## src/rtl/iq_pair_dispatcher.sv

```systemverilog
// ---------------------------------------------------------------------------------------------
// iq_pair_dispatcher
//
// Moves I/Q sample pairs from the IQ read stage into two downstream channel FIFOs.
// One pair is consumed per handshake. Both words are written on the next cycle with
// identical strobes. Pairs are counted into fixed-length blocks, and block_done pulses
// on the last pair of each block.
//
// Optional feature (compile-time macro IQ_DISPATCH_STALL_CNT_EN):
//   adds a saturating 16-bit stall_count output. It counts WAIT cycles in which a pair
//   is available but at least one FIFO is full.
//
// Ports:
//   clock         in   system clock, rising edge
//   reset         in   asynchronous active-low reset
//   enable        in   run request, level sensitive
//   flush         in   synchronous clear of sample_count (and stall_count)
//   iq_avail      in   read stage holds a valid pair
//   i_in, q_in    in   I/Q words from read stage
//   iq_rd_en      out  consume pair from read stage (combinational)
//   i_full        in   I FIFO full
//   q_full        in   Q FIFO full
//   i_wr_en       out  I FIFO write strobe (registered)
//   q_wr_en       out  Q FIFO write strobe (registered)
//   i_dout        out  I word to FIFO (registered)
//   q_dout        out  Q word to FIFO (registered)
//   sample_count  out  pairs written in current block (registered)
//   block_done    out  one-cycle pulse on the last pair of a block (combinational)
//   busy          out  high in any state except IDLE (registered)
//   stall_count   out  saturating stall cycle counter (only with the macro defined)
// ---------------------------------------------------------------------------------------------
module iq_pair_dispatcher #(
    parameter int unsigned DATA_WIDTH = 32,
    parameter int unsigned BLOCK_LEN  = 1024,
    parameter int unsigned CNT_WIDTH  = 10
) (
    input  logic                  clock,
    input  logic                  reset,
    input  logic                  enable,
    input  logic                  flush,
    input  logic                  iq_avail,
    input  logic [DATA_WIDTH-1:0] i_in,
    input  logic [DATA_WIDTH-1:0] q_in,
    output logic                  iq_rd_en,
    input  logic                  i_full,
    input  logic                  q_full,
    output logic                  i_wr_en,
    output logic                  q_wr_en,
    output logic [DATA_WIDTH-1:0] i_dout,
    output logic [DATA_WIDTH-1:0] q_dout,
    output logic [CNT_WIDTH-1:0]  sample_count,
    output logic                  block_done,
    output logic                  busy
`ifdef IQ_DISPATCH_STALL_CNT_EN
    ,
    output logic [15:0]           stall_count
`endif
);

    typedef enum logic [1:0] {
        StIdle  = 2'd0,
        StWait  = 2'd1,
        StWrite = 2'd2
    } state_t;

    localparam logic [CNT_WIDTH-1:0] LastCount = CNT_WIDTH'(BLOCK_LEN - 1);

    state_t                r_state;
    state_t                w_state_next;
    logic                  w_handshake;
    logic                  w_in_write;
    logic                  w_last;

    logic                  r_wr_en;
    logic                  r_busy;
    logic [DATA_WIDTH-1:0] r_i_dout;
    logic [DATA_WIDTH-1:0] r_q_dout;
    logic [CNT_WIDTH-1:0]  r_sample_count;

    // ---------------------------------------------------------------------------------------
    // Next-state logic
    // ---------------------------------------------------------------------------------------
    // The FIFO full flags are sampled only here. This block is the only writer, so room seen
    // at the handshake is still there one cycle later in WRITE.
    always_comb begin
        w_state_next = r_state;
        w_handshake  = 1'b0;
        unique case (r_state)
            StIdle: begin
                if (enable) begin
                    w_state_next = StWait;
                end
            end
            StWait: begin
                if (iq_avail && !i_full && !q_full) begin
                    w_handshake  = 1'b1;
                    w_state_next = StWrite;
                end else if (!enable) begin
                    w_state_next = StIdle;
                end
            end
            StWrite: begin
                // A pair in flight always completes; enable only picks where to go after.
                w_state_next = enable ? StWait : StIdle;
            end
            default: begin
                w_state_next = StIdle;
            end
        endcase
    end

    always_ff @(posedge clock or negedge reset) begin
        if (!reset) begin
            r_state <= StIdle;
        end else begin
            r_state <= w_state_next;
        end
    end

    // ---------------------------------------------------------------------------------------
    // Datapath and counters
    // ---------------------------------------------------------------------------------------
    assign w_in_write = (r_state == StWrite);
    assign w_last     = (r_sample_count == LastCount);

    always_ff @(posedge clock or negedge reset) begin
        if (!reset) begin
            r_wr_en        <= 1'b0;
            r_busy         <= 1'b0;
            r_i_dout       <= '0;
            r_q_dout       <= '0;
            r_sample_count <= '0;
        end else begin
            // The strobe is high exactly during the WRITE cycle that follows a handshake.
            r_wr_en <= w_handshake;
            r_busy  <= (w_state_next != StIdle);
            if (w_handshake) begin
                r_i_dout <= i_in;
                r_q_dout <= q_in;
            end
            // Flush wins over the WRITE increment; the in-flight write goes uncounted.
            if (flush) begin
                r_sample_count <= '0;
            end else if (w_in_write) begin
                r_sample_count <= w_last ? '0 : r_sample_count + 1'b1;
            end
        end
    end

`ifdef IQ_DISPATCH_STALL_CNT_EN
    logic [15:0] r_stall_count;

    always_ff @(posedge clock or negedge reset) begin
        if (!reset) begin
            r_stall_count <= '0;
        end else if (flush) begin
            r_stall_count <= '0;
        end else if ((r_state == StWait) && iq_avail && (i_full || q_full) &&
                     (r_stall_count != 16'hFFFF)) begin
            r_stall_count <= r_stall_count + 16'd1;
        end
    end

    assign stall_count = r_stall_count;
`endif

    // ---------------------------------------------------------------------------------------
    // Outputs
    // ---------------------------------------------------------------------------------------
    // The state register resets asynchronously to IDLE, so iq_rd_en is low during reset.
    assign iq_rd_en     = w_handshake;
    assign i_wr_en      = r_wr_en;
    assign q_wr_en      = r_wr_en;
    assign i_dout       = r_i_dout;
    assign q_dout       = r_q_dout;
    assign sample_count = r_sample_count;
    assign busy         = r_busy;
    // Decoded, not registered, so it lines up with the wr_en strobes; a flush suppresses it.
    assign block_done   = w_in_write && w_last && !flush;

endmodule

```

## config.mk

```make
export PLATFORM = sky130hd
export DESIGN_NAME = iq_pair_dispatcher
export DESIGN_NICKNAME = d
export VERILOG_FILES = /design/src/rtl/iq_pair_dispatcher.sv
export SDC_FILE = /design/constraint.sdc
export NUM_CORES = 1
export LEC_CHECK = 0
export ABC_AREA = 1
export CAP_MARGIN = 0
export CORE_MARGIN = 4
export CORE_UTILIZATION = 44
export DETAILED_ROUTE_END_ITERATION = 10
export PLACE_DENSITY = 0.86
export SKIP_LAST_GASP = 1
export SLEW_MARGIN = 20
export SYNTH_ARGS = -nofsm -noshare
export SYNTH_HDL_FRONTEND = slang
export SYNTH_SLANG_ARGS = --single-unit
```

## constraint.sdc

```tcl
create_clock -name clock -period 1.8 [get_ports clock]
set_input_delay 0.36 -clock clock [delete_from_list [all_inputs] [get_ports clock]]
set_output_delay 0.36 -clock clock [all_outputs]
set_load 0.05 [all_outputs]
```

==> Flow_metrics.wiki, run 1 <==
{| class="wikitable"
! Metric !! Value
|-
| CP max FO || 2
|-
| Area of the placeable core || 6910 sq um
|-
| Largest vdd supply drop || 0.508 mV
|-
| Number of instances in the synthesized netlist || 373
|-
| Total leakage power || 2.58 nW
|-
| Ratio of routed vias to standard cells || 4.70
|-
| Sequential area share after synthesis || 61.4%
|-
| Synth-to-layout area growth || 55.4%
|-
| Warnings from Yosys || 0
|-
| Wire length per cell || 13.7 um
|-
| Final #Nets || 612
|-
| I/O pin cnt || 150
|-
| RSZ-0062 raised after global routing || yes
|-
| Post-synthesis net count || 445
|-
| Routability cong. || 0.893
|-
| Area leader, netlist || sky130_fd_sc_hd__dfrtp_1
|-
| Hold violation count in the final report || 0
|-
| Worst-path clk slew || 80 ps
|-
| Arrival time at the worst endpoint || 1600 ps
|-
| Top-area cell type share of the netlist area || 61.4%
|-
| Number of global-route vias before repair || 3101
|-
| Avg Cell Area, Syn || 8.52 sq um
|-
| DRC Markers || 0
|-
| Share of flip-flops with an asynchronous set or reset after synthesis || 100%
|-
| Final period util || 109%
|-
| TritonCTS clock tree || yes
|-
| Sum of net half-perimeters after detailed placement || 6330 um
|-
| Worst hold slack after final layout || 416 ps
|-
| Number of DRC markers after the initial detailed-route iteration || 102
|-
| Num CTS Buffers || 9
|-
| Combined area of all synthesized cells || 3180 sq um
|-
| Power per Cell Area || 1080 nW/um^2
|-
| Count of pins over their slew limit || 0
|-
| Slack of the worst reg-to-reg path || 20 ps
|-
| CTS Root Buffer Type || sky130_fd_sc_hd__clkbuf_8
|-
| Total number of vias || 3005
|-
| Initial antenna violation count || 0
|-
| Synth unique cells || 19
|-
| Remaining number of nets flagged by the antenna check after routing || 0
|-
| Area of the multi-input gates || 1130 sq um
|-
| Sink Count || 78
|-
| Final clock skew || 5.40 ps
|-
| First-pass GRT wire length || 14200 um
|-
| Run status || finished with violations
|-
| CP required || 1440 ps
|-
| Remaining global-route overflow || 0
|-
| Max_slew headroom || 73.6%
|-
| Failing checks || setup timing
|-
| Pin count of the biggest net entering global routing || 38
|-
| Post-placement worst setup slack || 27.2 ps
|-
| X dimension of the die || 93.0 um
|-
| Ratio of cells with drive above 1 in the final layout || 24.6%
|-
| Total of endpoints with negative setup slack in the final report || 1
|-
| Type of the worst setup path || flop to primary output
|-
| Total number of placement rows || 30
|-
| Count of buffers from port buffering || 149
|-
| Chip height || 93.0 um
|-
| Largest stage delay on the critical path || 400 ps
|-
| Cell chain of the critical path || ha_4 > nand3_2 > nor2_2 > nand4_1 > nor2_4 > buf_12
|-
| Number of optimization iterations in the first detailed-route pass || 4
|-
| Count of state elements after synthesis || 78
|-
| Type of the worst min-delay path || input pin to asynchronous set/reset pin
|-
| Top post-synthesis cells by area || sky130_fd_sc_hd__dfrtp_1 61%, sky130_fd_sc_hd__nand2_1 26%, sky130_fd_sc_hd__nor2_1 2.2%
|-
| Total area of sequential cells || 1960 sq um
|-
| Number of H-tree branching levels || 3
|-
| Final Critical Period || 1960 ps
|-
| Leading register cell type out of synthesis || sky130_fd_sc_hd__dfrtp_1
|-
| Slew at the pin with the worst max-slew slack || 392 ps
|-
| FMAX || 511 MHz
|-
| Filler cell count in the final layout || 542
|-
| Initial core utilization || 46.0%
|-
| Endpoint kind of the worst setup timing path || primary output
|-
| Max cap viols || 0
|-
| GRT Resource Usage Total || 20.5%
|-
| Max clock buf depth || 2
|-
| Later-pin clock latency in the skew report || 330 ps
|-
| Total length of routed wires || 8800 um
|-
| PnR worst setup slack || -158 ps
|-
| DIE AREA || 8650 sq um
|-
| Number of diodes added for antenna fixing || 0
|-
| Cell type of the slowest stage on the worst timing path || sky130_fd_sc_hd__dfrtp_2
|-
| Startpoint Class || flop
|-
| Number of synthesized flops with an enable pin || 0
|}
layout by cell type, fill, tap and decap left out, types with 2 or more instances in the layout:
cell type / netlist / routed
sky130_fd_sc_hd__dfrtp_2: 0 / 5
sky130_fd_sc_hd__clkbuf_8: 0 / 9
sky130_fd_sc_hd__o21ai_0: 5 / 5
sky130_fd_sc_hd__nor2_1: 19 / 13
sky130_fd_sc_hd__nand3_1: 8 / 7
sky130_fd_sc_hd__nand4_1: 2 / 2
sky130_fd_sc_hd__a21oi_1: 2 / 2
sky130_fd_sc_hd__inv_2: 1 / 3
sky130_fd_sc_hd__nand2_1: 221 / 219
sky130_fd_sc_hd__clkinv_2: 0 / 4
sky130_fd_sc_hd__buf_12: 0 / 5
sky130_fd_sc_hd__xor2_1: 3 / 3
sky130_fd_sc_hd__nor2_2: 0 / 3
sky130_fd_sc_hd__nor2_4: 0 / 3
sky130_fd_sc_hd__dfrtp_1: 78 / 73
sky130_fd_sc_hd__buf_4: 2 / 96
sky130_fd_sc_hd__inv_1: 14 / 12
sky130_fd_sc_hd__clkdlybuf4s50_1: 0 / 69
power breakdown:
| group | switching, mW | internal (mW) | total (mW) | leakage (nW) |
|---|---|---|---|---|
| clock network | 0.593 | 0.484 | 1.08 | 0.0817 |
| logic | 1.41 | 0.656 | 2.07 | 1.51 |
| registers | 0.171 | 2.04 | 2.21 | 0.987 |
| total | 2.18 | 3.18 | 5.35 | 2.58 |
stage by stage:
stage / total power, mW / util, % / TNS [ps] / cells / instance area, sq um
finish: 5.35 / 71.5 / -158 / 640 / 4940
global route: 5.61 / 71.5 / -203 / 640 / 4940
CTS: 5.39 / 70.7 / -377 / 638 / 4880
detailed placement: 4.28 / 66.8 / 0 / 611 / 4610
global placement: 4.24 / 66.8 / 0 / 611 / 4610
floorplan: 3.49 / - / 0 / 373 / 3190
critical path, delay by kind of cell, from the launching register on:
| family | cells | cell delay (ps) |
|---|---|---|
| buffers and inverters | 1 | 140 |
| DFF | 1 | 400 |
| and+or+nand+nor | 4 | 570 |
| adders and majority gates | 1 | 150 |
worst paths after layout:
path / from / end / cells after the start
setup / recovery: sample_count[0] / block_done / 6
hold / removal: reset / sample_count[8] / 2
setup reg to reg: sample_count[0] / sample_count[3] / 10
hold reg to reg: i_dout[15] / i_dout[15] / 2
max in group asynchronous: reset / q_dout[27] / 3
min in group clock: i_dout[15] / i_dout[15] / 2
layer usage:
metal	wire (um)	part of all wire [%]	up-vias	GRT usage, %
met5	0	0	-	0
met4	204	2.3	0	7.69
met3	497	5.7	19	4.10
met2	4640	53	117	36.9
met1	3460	39	1412	24.0
li1	-	-	1457	-
synth_stat cells (2+ instances only):
master / instances
sky130_fd_sc_hd__buf_2: 5
sky130_fd_sc_hd__clkbuf_1: 2
sky130_fd_sc_hd__nand3_1: 8
sky130_fd_sc_hd__dfrtp_1: 78
sky130_fd_sc_hd__a21oi_1: 2
sky130_fd_sc_hd__inv_1: 14
sky130_fd_sc_hd__nand2_1: 221
sky130_fd_sc_hd__buf_6: 6
sky130_fd_sc_hd__xor2_1: 3
sky130_fd_sc_hd__nand4_1: 2
sky130_fd_sc_hd__buf_4: 2
sky130_fd_sc_hd__nor2_1: 19
sky130_fd_sc_hd__o21ai_0: 5
area by class of cell:
class                           instances  share of cell area, %
Multi-Input combinational cell        265                   22.8
Timing Repair Buffer                  171                   30.8
Tap cell                               96                   2.43
Sequential cell                        78                   39.6
Inverter                               15                   1.14
Clock buffer                           10                   2.58
Clock inverter                          5                  0.557
repair_timing:
item	in CTS	in global routing
hold buffers	1	0
hold endpoints to repair	10	0
pin swaps	4	7
buffers inserted	11	4
endpoints found under the setup margin	1	6
resized for setup	4	13
flip-flops by register name (all words and copies together), names as in the netlist:
| name | flops |
|---|---|
| i_dout | 32 |
| q_dout | 32 |
| i_wr_en | 1 |
| sample_count | 10 |
| busy | 1 |
| r_state | 2 |
logic make-up (layout without fill, tap and decap cells):
| logic type | after synthesis | in the layout | share of synthesized area [%] |
|---|---|---|---|
| flip-flops | 78 | 78 | 61.4 |
| buffers and inverters | 30 | 201 | 5.39 |
| XOR/XNOR | 3 | 3 | 0.827 |
| AND/OR/NAND/NOR | 253 | 253 | 30.7 |
| AO/OA/AOI/OAI | 8 | 8 | 1.34 |
| adder cells (fa/ha/maj) | 1 | 1 | 0.393 |
Power figures use the tool's default switching activity.
==> inputs of run 2 (changes only) <==
--- a/config.mk
+++ b/config.mk
@@ -11,6 +11,7 @@
 export CORE_UTILIZATION = 44
 export DETAILED_ROUTE_END_ITERATION = 10
 export PLACE_DENSITY = 0.86
+export SKIP_CTS_REPAIR_TIMING = 1
 export SKIP_LAST_GASP = 1
 export SLEW_MARGIN = 20
 export SYNTH_ARGS = -nofsm -noshare
==> Flow_metrics.wiki, run 2 (synthesis gave the netlist of run 1 again) <==
{| class="wikitable"
! Metric !! Value
|-
| Run status || finished with violations
|-
| Failing checks || setup timing
|-
| Max cap viols || 0 (unchanged)
|-
| Count of pins over their slew limit || 0 (unchanged)
|-
| Cell chain of the critical path || ha_4 > nand3_2 > nor2_2 > nand4_1 > nor2_4 > buf_12
|-
| Final #Nets || 604 (-1.3%)
|-
| Final Critical Period || 1960 ps (+6.73 ps)
|-
| Worst-path clk slew || 70 ps (about the same)
|-
| First-pass GRT wire length || 13500 um (-4.7%)
|-
| Sink Count || 78 (unchanged)
|-
| X dimension of the die || 93.0 um (unchanged)
|-
| DRC Markers || 0 (unchanged)
|-
| Synth-to-layout area growth || 52.3%
|-
| Number of diodes added for antenna fixing || 0 (unchanged)
|-
| DIE AREA || 8650 sq um (unchanged)
|-
| Post-placement worst setup slack || 27.2 ps (unchanged)
|-
| FMAX || 509 MHz (-0.34%)
|-
| Total number of vias || 2935 (-2.3%)
|-
| Initial core utilization || 46.0% (unchanged)
|-
| Total number of placement rows || 30 (unchanged)
|-
| Startpoint of the lowest-slack register-to-register path || sample_count[1]
|-
| Remaining global-route overflow || 0 (unchanged)
|-
| Count of buffers from port buffering || 149 (unchanged)
|-
| Pin count of the biggest net entering global routing || 38 (unchanged)
|-
| Initial antenna violation count || 0 (unchanged)
|-
| CP Buf/Inv Count || 1 (unchanged)
|-
| CTS Root Buffer Type || sky130_fd_sc_hd__clkbuf_8
|-
| Total length of routed wires || 8370 um (-4.9%)
|-
| Leading cell types in the layout, fill and taps excluded || 220 x sky130_fd_sc_hd__nand2_1, 88 x sky130_fd_sc_hd__buf_4, 74 x sky130_fd_sc_hd__dfrtp_1
|-
| Post-DP Area || 4610 sq um (unchanged)
|-
| Sum of net half-perimeters after detailed placement || 6330 um (unchanged)
|-
| Number of H-tree branching levels || 3 (unchanged)
|-
| Slew at the pin with the worst max-slew slack || 382 ps (-10.2 ps)
|-
| Most common cell after layout, fill and taps aside || sky130_fd_sc_hd__nand2_1
|-
| Cell type of the slowest stage on the worst timing path || sky130_fd_sc_hd__dfrtp_2
|-
| Max_slew headroom || 74.3% (+0.69 points)
|-
| Type of the worst setup path || flop to primary output
|-
| TritonCTS clock tree || yes
|-
| Routability cong. || 0.893 (unchanged)
|-
| Category of cells accounting for the largest share of critical-path delay || simple AND/OR/NAND/NOR gates
|-
| RSZ-0062 raised after global routing || yes
|-
| Number of optimization iterations in the first detailed-route pass || 4 (unchanged)
|-
| GRT Resource Usage Total || 19.5% (-0.92 points)
|-
| Type of the worst min-delay path || input pin to asynchronous set/reset pin
|-
| Worst reg2reg endpoint || sample_count[5]
|-
| Number of global-route vias before repair || 2987 (-3.7%)
|-
| Arrival time at the worst endpoint || 1600 ps (about the same)
|-
| Later-pin clock latency in the skew report || 330 ps (about the same)
|-
| Power per Cell Area || 1100 nW/um^2 (+1.4%)
|-
| Worst hold slack after final layout || 421 ps (+5.00 ps)
|-
| Chip height || 93.0 um (unchanged)
|-
| Num CTS Buffers || 9 (unchanged)
|-
| Wire length per cell || 13.2 um (-3.7%)
|-
| Ratio of cells with drive above 1 in the final layout || 22.4% (-2.2 points)
|-
| Worst r2r path cells || 7 (-3)
|-
| Total leakage power || 2.54 nW (-1.6%)
|-
| Post-route cell area || 4840 sq um (-2.0%)
|-
| Slack of the worst reg-to-reg path || 330 ps (+310 ps)
|-
| CP required || 1440 ps (about the same)
|-
| Final period util || 109% (+0.37 points)
|-
| Max clock buf depth || 2 (unchanged)
|-
| Fin Setup TNS || -164 ps (-6.73 ps)
|-
| I/O pin cnt || 150 (unchanged)
|-
| Total of endpoints with negative setup slack in the final report || 1 (unchanged)
|-
| Largest vdd supply drop || 0.511 mV (+0.53%)
|-
| PnR worst setup slack || -164 ps (-6.73 ps)
|-
| CP max FO || 3 (+1)
|-
| Remaining number of nets flagged by the antenna check after routing || 0 (unchanged)
|-
| Largest stage delay on the critical path || 400 ps (about the same)
|-
| Endpoint kind of the worst setup timing path || primary output
|-
| Final clock skew || 9.01 ps (+3.61 ps)
|-
| Number of DRC markers after the initial detailed-route iteration || 97 (-4.9%)
|-
| Area of the placeable core || 6910 sq um (unchanged)
|-
| Hold violation count in the final report || 0 (unchanged)
|-
| Ratio of routed vias to standard cells || 4.64 (-1.1%)
|-
| Startpoint Class || flop
|}
==> run 2: changes by cell type in the layout (fill, tap and decap cells not counted), sizes merged <==
cell,before,now
buf,101,93
==> run 2: per-layer routing <==
layer	GRT usage [%]	part of all wire [%]	vias to the layer above
met5	0	0	-
met4	6.72	1.8	0
met3	3.94	5.6	17
met2	35.3	53	103
met1	23.1	40	1370
li1	-	-	1445
==> run 2: report_power, final <==
group | total, mW | switching [mW] | leakage (nW) | internal [mW]
Clock | 1.07 | 0.586 | 0.0817 | 0.484
Sequential | 2.21 | 0.172 | 0.989 | 2.04
Combinational | 2.04 | 1.40 | 1.46 | 0.643
Total | 5.32 | 2.16 | 2.54 | 3.16
==> run 2: cell type report <==
| class | count | area, sq um |
|---|---|---|
| timing repair buffer | 163 | 1460 |
| sequential | 78 | 1960 |
| inverter | 15 | 56.3 |
| multi-input combinational | 265 | 1090 |
| tap | 96 | 120 |
| fill | 567 | 2060 |
| clock inverter | 5 | 27.5 |
| clock buffer | 10 | 128 |
==> run 2: metrics by stage <==
step / cells / utilization (%) / power, mW
2_1_floorplan: 373 / - / 3.49
3_3_place_gp: 611 / 66.8 / 4.24
4_1_cts: 626 / 69.0 / 5.37
6_report: 632 / 70.1 / 5.32
3_5_place_dp: 611 / 66.8 / 4.28
5_1_grt: 632 / 70.1 / 5.58
==> run 2: worst max path at each step <==
| stage | start | endpoint | slack, ps | depth (start not counted) |
|---|---|---|---|---|
| floorplan | sample_count[1] | block_done | 4 | 5 |
| global placement | i_full | iq_rd_en | 80 | 5 |
| detailed placement | i_full | iq_rd_en | 30 | 5 |
| CTS | sample_count[1] | block_done | -200 | 6 |
| global route | sample_count[1] | block_done | -240 | 6 |
| finish | sample_count[1] | block_done | -160 | 6 |
==> run 2: worst register-to-register path: stages (launching register included) <==
cell and delay [ps]:
sky130_fd_sc_hd__dfrtp_2 400, sky130_fd_sc_hd__ha_4 160, sky130_fd_sc_hd__nand3_2 80, sky130_fd_sc_hd__nor2_2 140, sky130_fd_sc_hd__nand4_1 180, sky130_fd_sc_hd__buf_4 190
sky130_fd_sc_hd__nand2_1 120, sky130_fd_sc_hd__nor2_1 80
